--- config.mk ---
export PLATFORM = sky130hd
export DESIGN_NAME = mem_port_arbiter_flat
export DESIGN_NICKNAME = d
export VERILOG_FILES = /design/src/rtl/mem_port_arbiter_if.sv /design/src/rtl/mem_port_arbiter.sv /design/src/flat_wrapper.sv
export SDC_FILE = /design/constraint.sdc
export NUM_CORES = 1
export LEC_CHECK = 0
export ABC_AREA = 1
export CORE_MARGIN = 3
export CORE_UTILIZATION = 32
export DETAILED_ROUTE_END_ITERATION = 8
export PLACE_DENSITY_LB_ADDON = 0.12
export SKIP_LAST_GASP = 1
export SYNTH_ARGS = -nofsm -noshare
export SYNTH_HDL_FRONTEND = slang
export SYNTH_SLANG_ARGS = --single-unit
--- constraint.sdc ---
create_clock -name clk -period 1.79 [get_ports clk]
set_input_delay 0.358 -clock clk [delete_from_list [all_inputs] [get_ports clk]]
set_output_delay 0.358 -clock clk [all_outputs]
set_load 0.02 [all_outputs]
--- src/rtl/mem_port_arbiter_if.sv ---
// mem_port_arbiter_if: CPU-side channel ports plus the physical memory port of the arbiter.
interface mem_port_arbiter_if #(
  parameter int NUM_CH = 2,
  parameter int ADDR_W = 16,
  parameter int DATA_W = 16
);
  localparam int MASK_W = DATA_W / 8;
  logic [NUM_CH-1:0]        ch_read;
  logic [NUM_CH-1:0]        ch_write;
  logic [NUM_CH*ADDR_W-1:0] ch_addr;
  logic [NUM_CH*DATA_W-1:0] ch_wdata;
  logic [NUM_CH*MASK_W-1:0] ch_byte_enable;
  logic [NUM_CH-1:0]        ch_resp;
  logic [DATA_W-1:0]        ch_rdata;
  logic                     mem_read;
  logic                     mem_write;
  logic [ADDR_W-1:0]        mem_addr;
  logic [DATA_W-1:0]        mem_wdata;
  logic [MASK_W-1:0]        mem_byte_enable;
  logic                     mem_resp;
  logic [DATA_W-1:0]        mem_rdata;
  modport slave (
    input  ch_read, ch_write, ch_addr, ch_wdata, ch_byte_enable, mem_resp, mem_rdata,
    output ch_resp, ch_rdata, mem_read, mem_write, mem_addr, mem_wdata, mem_byte_enable
  );
  modport master (
    output ch_read, ch_write, ch_addr, ch_wdata, ch_byte_enable, mem_resp, mem_rdata,
    input  ch_resp, ch_rdata, mem_read, mem_write, mem_addr, mem_wdata, mem_byte_enable
  );
endinterface

--- src/rtl/mem_port_arbiter.sv ---
// mem_port_arbiter: merges NUM_CH LC-3b memory ports onto one physical port (fixed priority or round-robin).
module mem_port_arbiter #(
  parameter int NUM_CH  = 2,
  parameter int ADDR_W  = 16,
  parameter int DATA_W  = 16,
  parameter int RR_MODE = 0
) (
  input logic clk,
  input logic rst,
  mem_port_arbiter_if.slave io_bus
);
  localparam int MASK_W = DATA_W / 8;
  localparam int IW = $clog2(NUM_CH);
  typedef enum logic [1:0] {IDLE, BUSY, DONE} state_t;
  state_t            r_state;
  logic [IW-1:0]     r_ptr, r_grant, w_base, w_off, w_win, w_next;
  logic [IW:0]       w_sum;
  logic [NUM_CH-1:0] w_req, w_rot, r_ch_resp;
  logic              r_mem_read, r_mem_write;
  logic [ADDR_W-1:0] r_addr;
  logic [DATA_W-1:0] r_wdata, r_rdata;
  logic [MASK_W-1:0] r_be;
  assign w_req  = io_bus.ch_read | io_bus.ch_write;
  assign w_base = RR_MODE != 0 ? r_ptr : '0;
  // Rotate requests so the search origin sits at bit 0, then map the hit back.
  assign w_rot  = NUM_CH'({w_req, w_req} >> w_base);
  always_comb begin
    w_off = '0;
    for (int j = NUM_CH - 1; j >= 0; j--) w_off = w_rot[IW'(j)] ? IW'(j) : w_off;
  end
  assign w_sum  = {1'b0, w_base} + {1'b0, w_off};
  assign w_win  = w_sum >= (IW+1)'(NUM_CH) ? IW'(w_sum - (IW+1)'(NUM_CH)) : w_sum[IW-1:0];
  assign w_next = w_win == IW'(NUM_CH - 1) ? '0 : w_win + IW'(1);
  always_ff @(posedge clk or posedge rst) begin
    if (rst) begin
      r_state     <= IDLE;
      r_ptr       <= '0;
      r_grant     <= '0;
      r_mem_read  <= 1'b0;
      r_mem_write <= 1'b0;
      r_addr      <= '0;
      r_wdata     <= '0;
      r_be        <= '0;
      r_rdata     <= '0;
      r_ch_resp   <= '0;
    end else begin
      case (r_state)
        IDLE: if (|w_req) begin
          r_state     <= BUSY;
          r_grant     <= w_win;
          r_ptr       <= w_next;
          r_mem_read  <= io_bus.ch_read[w_win];
          r_mem_write <= !io_bus.ch_read[w_win];
          r_addr      <= ADDR_W'(io_bus.ch_addr >> (int'(w_win) * ADDR_W));
          r_wdata     <= DATA_W'(io_bus.ch_wdata >> (int'(w_win) * DATA_W));
          r_be        <= MASK_W'(io_bus.ch_byte_enable >> (int'(w_win) * MASK_W));
        end
        BUSY: if (io_bus.mem_resp) begin
          r_state     <= DONE;
          r_mem_read  <= 1'b0;
          r_mem_write <= 1'b0;
          r_ch_resp   <= NUM_CH'(1) << r_grant;
          r_rdata     <= r_mem_read ? io_bus.mem_rdata : r_rdata;
        end
        DONE: begin
          r_state   <= IDLE;
          r_ch_resp <= '0;
        end
        default: r_state <= IDLE;
      endcase
    end
  end
  assign io_bus.mem_read        = r_mem_read;
  assign io_bus.mem_write       = r_mem_write;
  assign io_bus.mem_addr        = r_addr;
  assign io_bus.mem_wdata       = r_wdata;
  assign io_bus.mem_byte_enable = r_be;
  assign io_bus.ch_resp         = r_ch_resp;
  assign io_bus.ch_rdata        = r_rdata;
endmodule

--- src/flat_wrapper.sv ---
// flat-port wrapper written by rule: the top's interface ports become plain ports
module mem_port_arbiter_flat 
#(
  parameter int NUM_CH  = 2,
  parameter int ADDR_W  = 16,
  parameter int DATA_W  = 16,
  parameter int RR_MODE = 0
)
  (clk, rst, io_bus_ch_read, io_bus_ch_write, io_bus_ch_addr, io_bus_ch_wdata, io_bus_ch_byte_enable, io_bus_mem_resp, io_bus_mem_rdata, io_bus_ch_resp, io_bus_ch_rdata, io_bus_mem_read, io_bus_mem_write, io_bus_mem_addr, io_bus_mem_wdata, io_bus_mem_byte_enable);
  mem_port_arbiter_if #(.NUM_CH(NUM_CH), .ADDR_W(ADDR_W), .DATA_W(DATA_W)) io_bus_i ();
  input logic clk;
  input logic rst;
  input wire logic [$bits(io_bus_i.ch_read)-1:0] io_bus_ch_read;
  input wire logic [$bits(io_bus_i.ch_write)-1:0] io_bus_ch_write;
  input wire logic [$bits(io_bus_i.ch_addr)-1:0] io_bus_ch_addr;
  input wire logic [$bits(io_bus_i.ch_wdata)-1:0] io_bus_ch_wdata;
  input wire logic [$bits(io_bus_i.ch_byte_enable)-1:0] io_bus_ch_byte_enable;
  input wire logic [$bits(io_bus_i.mem_resp)-1:0] io_bus_mem_resp;
  input wire logic [$bits(io_bus_i.mem_rdata)-1:0] io_bus_mem_rdata;
  output wire logic [$bits(io_bus_i.ch_resp)-1:0] io_bus_ch_resp;
  output wire logic [$bits(io_bus_i.ch_rdata)-1:0] io_bus_ch_rdata;
  output wire logic [$bits(io_bus_i.mem_read)-1:0] io_bus_mem_read;
  output wire logic [$bits(io_bus_i.mem_write)-1:0] io_bus_mem_write;
  output wire logic [$bits(io_bus_i.mem_addr)-1:0] io_bus_mem_addr;
  output wire logic [$bits(io_bus_i.mem_wdata)-1:0] io_bus_mem_wdata;
  output wire logic [$bits(io_bus_i.mem_byte_enable)-1:0] io_bus_mem_byte_enable;
  assign io_bus_i.ch_read = io_bus_ch_read;
  assign io_bus_i.ch_write = io_bus_ch_write;
  assign io_bus_i.ch_addr = io_bus_ch_addr;
  assign io_bus_i.ch_wdata = io_bus_ch_wdata;
  assign io_bus_i.ch_byte_enable = io_bus_ch_byte_enable;
  assign io_bus_i.mem_resp = io_bus_mem_resp;
  assign io_bus_i.mem_rdata = io_bus_mem_rdata;
  assign io_bus_ch_resp = io_bus_i.ch_resp;
  assign io_bus_ch_rdata = io_bus_i.ch_rdata;
  assign io_bus_mem_read = io_bus_i.mem_read;
  assign io_bus_mem_write = io_bus_i.mem_write;
  assign io_bus_mem_addr = io_bus_i.mem_addr;
  assign io_bus_mem_wdata = io_bus_i.mem_wdata;
  assign io_bus_mem_byte_enable = io_bus_i.mem_byte_enable;
  mem_port_arbiter #(.NUM_CH(NUM_CH), .ADDR_W(ADDR_W), .DATA_W(DATA_W), .RR_MODE(RR_MODE)) u_core (.clk(clk), .rst(rst), .io_bus(io_bus_i));
endmodule
==> results of run 1 <==
[final cells by class]
class                   instances  area share [%]
clock buffers                   6           2.091
inverters                       7          0.7570
multi-input cells             168           20.84
flip-flops and latches         55           39.65
well taps                      77           2.776
repair buffers                117           33.89
[cells in the final DEF (no fill, tap or decap)]
cell type        count
nand3_2              1
nor2_4               2
conb_1               1
clkbuf_1             1
clkdlybuf4s50_1    109
buf_4                6
nand2_2              1
o21ai_0             17
nand3_1             35
inv_2                1
dfrtp_1             55
nand2_1            108
nor2_1               2
o31ai_1              1
clkbuf_8             5
buf_12               2
inv_1                6
[metrics by stage]
stage / util (%) / instances / area, um^2 / worst slack, ns / hold WS [ns]
finish: 53.14 / 430 / 3471 / 0.1319 / 0.4376
global route: 53.14 / 430 / 3471 / 0.08220 / 0.4529
CTS: 53.14 / 430 / 3471 / 0.1075 / 0.4395
detailed placement: 52.03 / 424 / 3398 / 0.1682 / 0.4574
global placement: 52.03 / 424 / 3398 / 0.1389 / 0.4521
floorplan: - / 244 / 2210 / 0.08907 / 0.4443
[cells by family after synthesis]
family	share of synthesized area [%]
buf+inv	4.983
simple gates	28.37
compound gates	4.190
flops	62.29
other cells	0.1697
[sequential cells by signal, indices dropped and copies added (netlist names)]
signal,cells
u_core.io_bus.ch_rdata,16
u_core.io_bus.ch_resp,1
u_core.io_bus.mem_write,1
u_core.io_bus.mem_read,1
u_core.io_bus.mem_byte_enable,2
u_core.r_state,2
u_core.io_bus.mem_addr,16
u_core.io_bus.mem_wdata,16
[power breakdown]
| group | internal [mW] | total [mW] | switching, mW |
|---|---|---|---|
| Sequential | 1.83 | 2.14 | 0.312 |
| Clock | 0.262 | 0.618 | 0.356 |
| Combinational | 1.49 | 3.26 | 1.77 |
| Total | 3.58 | 6.02 | 2.44 |
[layer usage]
layer | wire [um] | part of all wire (%) | GRT usage, % | vias up
met5 | 0 | 0 | 0 | -
met4 | 31 | 0.54 | 3.654 | 0
met3 | 419 | 7.3 | 4.424 | 2
met2 | 2671 | 47 | 23.64 | 70
met1 | 2608 | 46 | 19.39 | 927
li1 | - | - | - | 985
[path summary, 6_finish.rpt]
| check | endpoint | depth (start not counted) | slack, ns | from |
|---|---|---|---|---|
| max reg2reg | u_core.io_bus.mem_wdata[11]$_DFFE_PP0P_ | 4 | 0.50 | u_core.r_state[0]$_DFFE_PP0P_ |
| max in group asynchronous | u_core.io_bus.ch_rdata[3]$_DFFE_PP0P_ | 3 | 1.11 | rst |
| max | io_bus_mem_read | 1 | 0.13 | u_core.io_bus.mem_read$_DFFE_PP0P_ |
| min reg2reg | u_core.io_bus.mem_addr[3]$_DFFE_PP0P_ | 2 | 0.47 | u_core.io_bus.mem_addr[3]$_DFFE_PP0P_ |
| min in group clk | u_core.io_bus.mem_addr[3]$_DFFE_PP0P_ | 2 | 0.47 | u_core.io_bus.mem_addr[3]$_DFFE_PP0P_ |
| min | u_core.io_bus.mem_wdata[2]$_DFFE_PP0P_ | 3 | 0.44 | rst |
==> run_results.csv, run 1 <==
group,metric,value,unit
status,status,"finished, final reports clean",
floorplan,pin_count,145,
clocking,clock-sinks,55,
layout,fillerInstances,621,
clocking,cts-resized-gates,0,
synthesis,syn_avg_cell_area,9.056,um^2
layout,regArea,1376,um^2
synthesis,synth_largest_area_cell,"dfrtp_1",
floorplan,dieArea,7938,um^2
grt,grt-ovfl-total,0,
setup_path,crit_arrival,1.30,ns
timing,maxSlewViolCount,0,
clocking,clk_pin_slew_worst_paths,0.09,ns
floorplan,initial_core_util,33.83,%
clocking,htree_levels,2,
synthesis,synth_top_cell_area_share,62.29,%
setup_path,worstSetupPathType,"reg -> out",
synthesis,yosysUniqueCellTypes,15,
synthesis,ys_ff_latch,55,
setup_path,max_stage_delay,0.63,ns
timing,rsz0062_at_grt,"no",
detailed_routing,num_vias,1984,
placed_design,dpl.hpwl,4000,um
layout,multi_input_area,723.2,um^2
placed_design,io_buffers,109,
setup_path,crit_path_end_kind,"output pin",
detailed_routing,ant_nets,0,
synthesis,synthArstFlopShare,100.0,%
detailed_routing,wirelength,5731,um
synthesis,ys.warnings.count,0,
clocking,cts_tree,"done",
timing,clock.fmax,0.6031,GHz
clocking,cts_buffer_depth,2,
pwr,leakage,1.661,nW
layout,drive_above_1_share,5.099,%
placed_design,place_congestion,0.6783,
pwr,finalPower,6.025,mW
clocking,clock_latency,0.29,ns
layout,n_antenna_cell,0,
setup_path,critPathSlowestCell,"clkdlybuf4s50_1",
detailed_routing,drtPass1Iterations,4,
timing,min_period,1.658,ns
detailed_routing,drcViolationCount,0,
min_path,hold_path_class,"in -> async",
floorplan,core,6531,um^2
synthesis,synth_cells,244,
grt,track_usage,14.66,%
setup_path,path_cells,"clkdlybuf4s50_1",
synthesis,syn_nets,335,
synthesis,synth-main-ff-cell,"dfrtp_1",
floorplan,die_y,89.10,um
synthesis,synth.most_common_cell,"nand2_1",
setup_path,worstPathRequired,1.43,ns
timing,period_share,92.63,%
pwr,power_per_cell_area,1736,nW/um^2
setup_path,worstPathMaxFanout,3,
layout,syn_to_final_growth,57.08,%
timing,report.final.setup_viol,0,
grt,grt_max_degree,56,
grt,antenna_found_initial,0,
setup_path,cp_top_family,"buffers and inverters",
synthesis,synth_edf_count,0,
pwr,irDropWorstVdd,0.5855,mV
setup_path,critPathLaunchType,"flip-flop",
timing,setup_tns,0,ns
grt,grt_pass1_vias,1885,
floorplan,placement_rows,29,
layout,finalNetCount,445,
setup_path,critPathBufInv,1,
run,cap_violations,0,
clocking,cts_setup_buffers,0,
grt,grt_pass1_wl,9032,um
timing,hold_violations,0,
clocking,cts_hold_buf,0,
detailed_routing,drt-initial-drc-count,72,
synthesis,yosysSeqAreaShare,62.29,%
floorplan,die_w,89.10,um
synthesis,synth.area.top_cells,"dfrtp_1 62%, nand2_1 18%, nand3_1 7.9%",
clocking,cts-buffers-inserted,5,
detailed_routing,wl_per_cell,13.33,um
clocking,root_buffer,"clkbuf_8",
detailed_routing,vias_per_cell,4.614,
synthesis,syn_area,2210,um^2
synthesis,yosys-top-cells-count,"108 x nand2_1, 55 x dfrtp_1, 35 x nand3_1",
timing,clock_skew,0.002965,ns
No activity file was read; power rests on OpenSTA's default activity.
==> inputs of run 2 (changes only) <==
--- a/config.mk
+++ b/config.mk
@@ -10,6 +10,7 @@
 export CORE_UTILIZATION = 32
 export DETAILED_ROUTE_END_ITERATION = 8
 export PLACE_DENSITY_LB_ADDON = 0.12
+export REMOVE_ABC_BUFFERS = 1
 export SKIP_LAST_GASP = 1
 export SYNTH_ARGS = -nofsm -noshare
 export SYNTH_HDL_FRONTEND = slang
==> run_results.csv, run 2 (same netlist as run 1, synthesis figures left out) <==
group,metric,value,unit
status,status,"finished, final reports clean",
clocking,cts-buffers-inserted,5,
setup_path,worstPathMaxFanout,2,
clocking,htree_levels,2,
grt,antenna_found_initial,0,
clocking,cts_setup_buffers,0,
clocking,cts_hold_buf,0,
min_path,hold_path_class,"in -> async",
floorplan,core,6531,um^2
pwr,power_per_cell_area,1782,nW/um^2
timing,whs,0.4183,ns
grt,grt_pass1_wl,9439,um
timing,period_share,92.67,%
layout,n_antenna_cell,0,
detailed_routing,vias_per_cell,4.548,
placed_design,dp_slack,0.08651,ns
floorplan,die_w,89.10,um
pwr,finalPower,6.293,mW
clocking,cts-resized-gates,0,
timing,maxSlewViolCount,0,
pwr,irDropWorstVdd,0.8061,mV
setup_path,timing.reg2reg.setup_slack,0.48,ns
clocking,cts_tree,"done",
detailed_routing,drcViolationCount,0,
layout,finalNetCount,447,
timing,report.final.setup_viol,0,
timing,hold_violations,0,
timing,min_period,1.659,ns
setup_path,path_cells,"clkdlybuf4s50_1",
layout,syn_to_final_growth,59.80,%
floorplan,initial_core_util,33.83,%
layout,final_common_cell,"clkdlybuf4s50_1",
floorplan,pin_count,145,
layout,drive_above_1_share,6.443,%
timing,clock_skew,0.008979,ns
grt,grt_pass1_vias,1959,
floorplan,dieArea,7938,um^2
setup_path,r2r_end,"u_core.io_bus.ch_rdata[10]$_DFFE_PP0P_",
timing,rsz0062_at_grt,"no",
layout,final_util,54.06,%
timing,fin_ws,0.1313,ns
setup_path,max_stage_delay,0.63,ns
grt,track_usage,15.30,%
grt,grt-ovfl-total,0,
detailed_routing,num_vias,1974,
detailed_routing,wl_per_cell,13.57,um
layout,mostFrequentLayoutCells,"109 x clkdlybuf4s50_1, 108 x nand2_1, 55 x dfrtp_1, 35 x nand3_1, 17 x o21ai_0",
placed_design,place_congestion,0.7154,
clocking,clock_latency,0.30,ns
setup_path,crit_path_end_kind,"output pin",
setup_path,critPathBufInv,1,
detailed_routing,drt-initial-drc-count,65,
timing,setup_tns,0,ns
detailed_routing,wirelength,5891,um
setup_path,rr_worst_depth,5,
pwr,leakage,1.695,nW
grt,grt_max_degree,56,
run,cap_violations,0,
clocking,root_buffer,"clkbuf_8",
placed_design,dpl.hpwl,4164,um
setup_path,r2r-start,"u_core.r_state[1]$_DFFE_PP0P_",
detailed_routing,ant_nets,0,
setup_path,worstPathRequired,1.43,ns
clocking,cts_buffer_depth,2,
detailed_routing,drtPass1Iterations,4,
clocking,clk_pin_slew_worst_paths,0.10,ns
clocking,clock-sinks,55,
placed_design,dp.cells,426,
setup_path,worstSetupPathType,"reg -> out",
setup_path,critPathSlowestCell,"clkdlybuf4s50_1",
floorplan,die_y,89.10,um
setup_path,crit_arrival,1.30,ns
placed_design,io_buffers,109,
placed_design,placed_cell_area,3413,um^2
floorplan,placement_rows,29,
layout,fin_area,3531,um^2
timing,clock.fmax,0.6029,GHz
layout,fillerInstances,636,
layout,fin_cells,434,
setup_path,critPathLaunchType,"flip-flop",
setup_path,cp_top_family,"buffers and inverters",
[run 2: worst max-delay path by stage]
stage	from	endpoint	slack, ns	depth (start not counted)
6_report	u_core.io_bus.mem_addr[2]$_DFFE_PP0P_	io_bus_mem_addr[2]	0.13	1
5_1_grt	u_core.io_bus.mem_read$_DFFE_PP0P_	io_bus_mem_read	0.06	1
4_1_cts	u_core.io_bus.mem_addr[2]$_DFFE_PP0P_	io_bus_mem_addr[2]	0.10	1
3_5_place_dp	io_bus_mem_resp	u_core.io_bus.ch_rdata[10]$_DFFE_PP0P_	0.09	5
3_3_place_gp	io_bus_mem_resp	u_core.io_bus.ch_rdata[11]$_DFFE_PP0P_	0.11	5
2_1_floorplan	io_bus_ch_write[1]	u_core.io_bus.mem_write$_DFFE_PP0P_	0.005	6
[run 2: final cells by class]
| cell class | count | area, um^2 | share of cell area (%) |
|---|---|---|---|
| clock buffers | 6 | 82.58 | 2.339 |
| multi-input cells | 168 | 723.2 | 20.48 |
| repair buffers | 119 | 1191 | 33.73 |
| flip-flops and latches | 55 | 1376 | 38.98 |
| clock inverters | 2 | 35.03 | 0.9922 |
| well taps | 77 | 96.34 | 2.729 |
| inverters | 7 | 26.28 | 0.7442 |
[run 2: report_power, final]
part | internal, mW | leakage (nW) | total [mW] | switching, mW
clock network | 0.453 | 0.0612 | 0.853 | 0.399
registers | 1.83 | 0.678 | 2.14 | 0.311
logic | 1.51 | 0.955 | 3.30 | 1.78
[run 2: per-layer routing]
layer	share of wire, %	track usage [%]	vias up
met5	0	0	-
met2	49	24.25	60
met1	45	20.66	913
met3	5.3	4.240	5
li1	-	-	996
met4	1.1	4.195	0
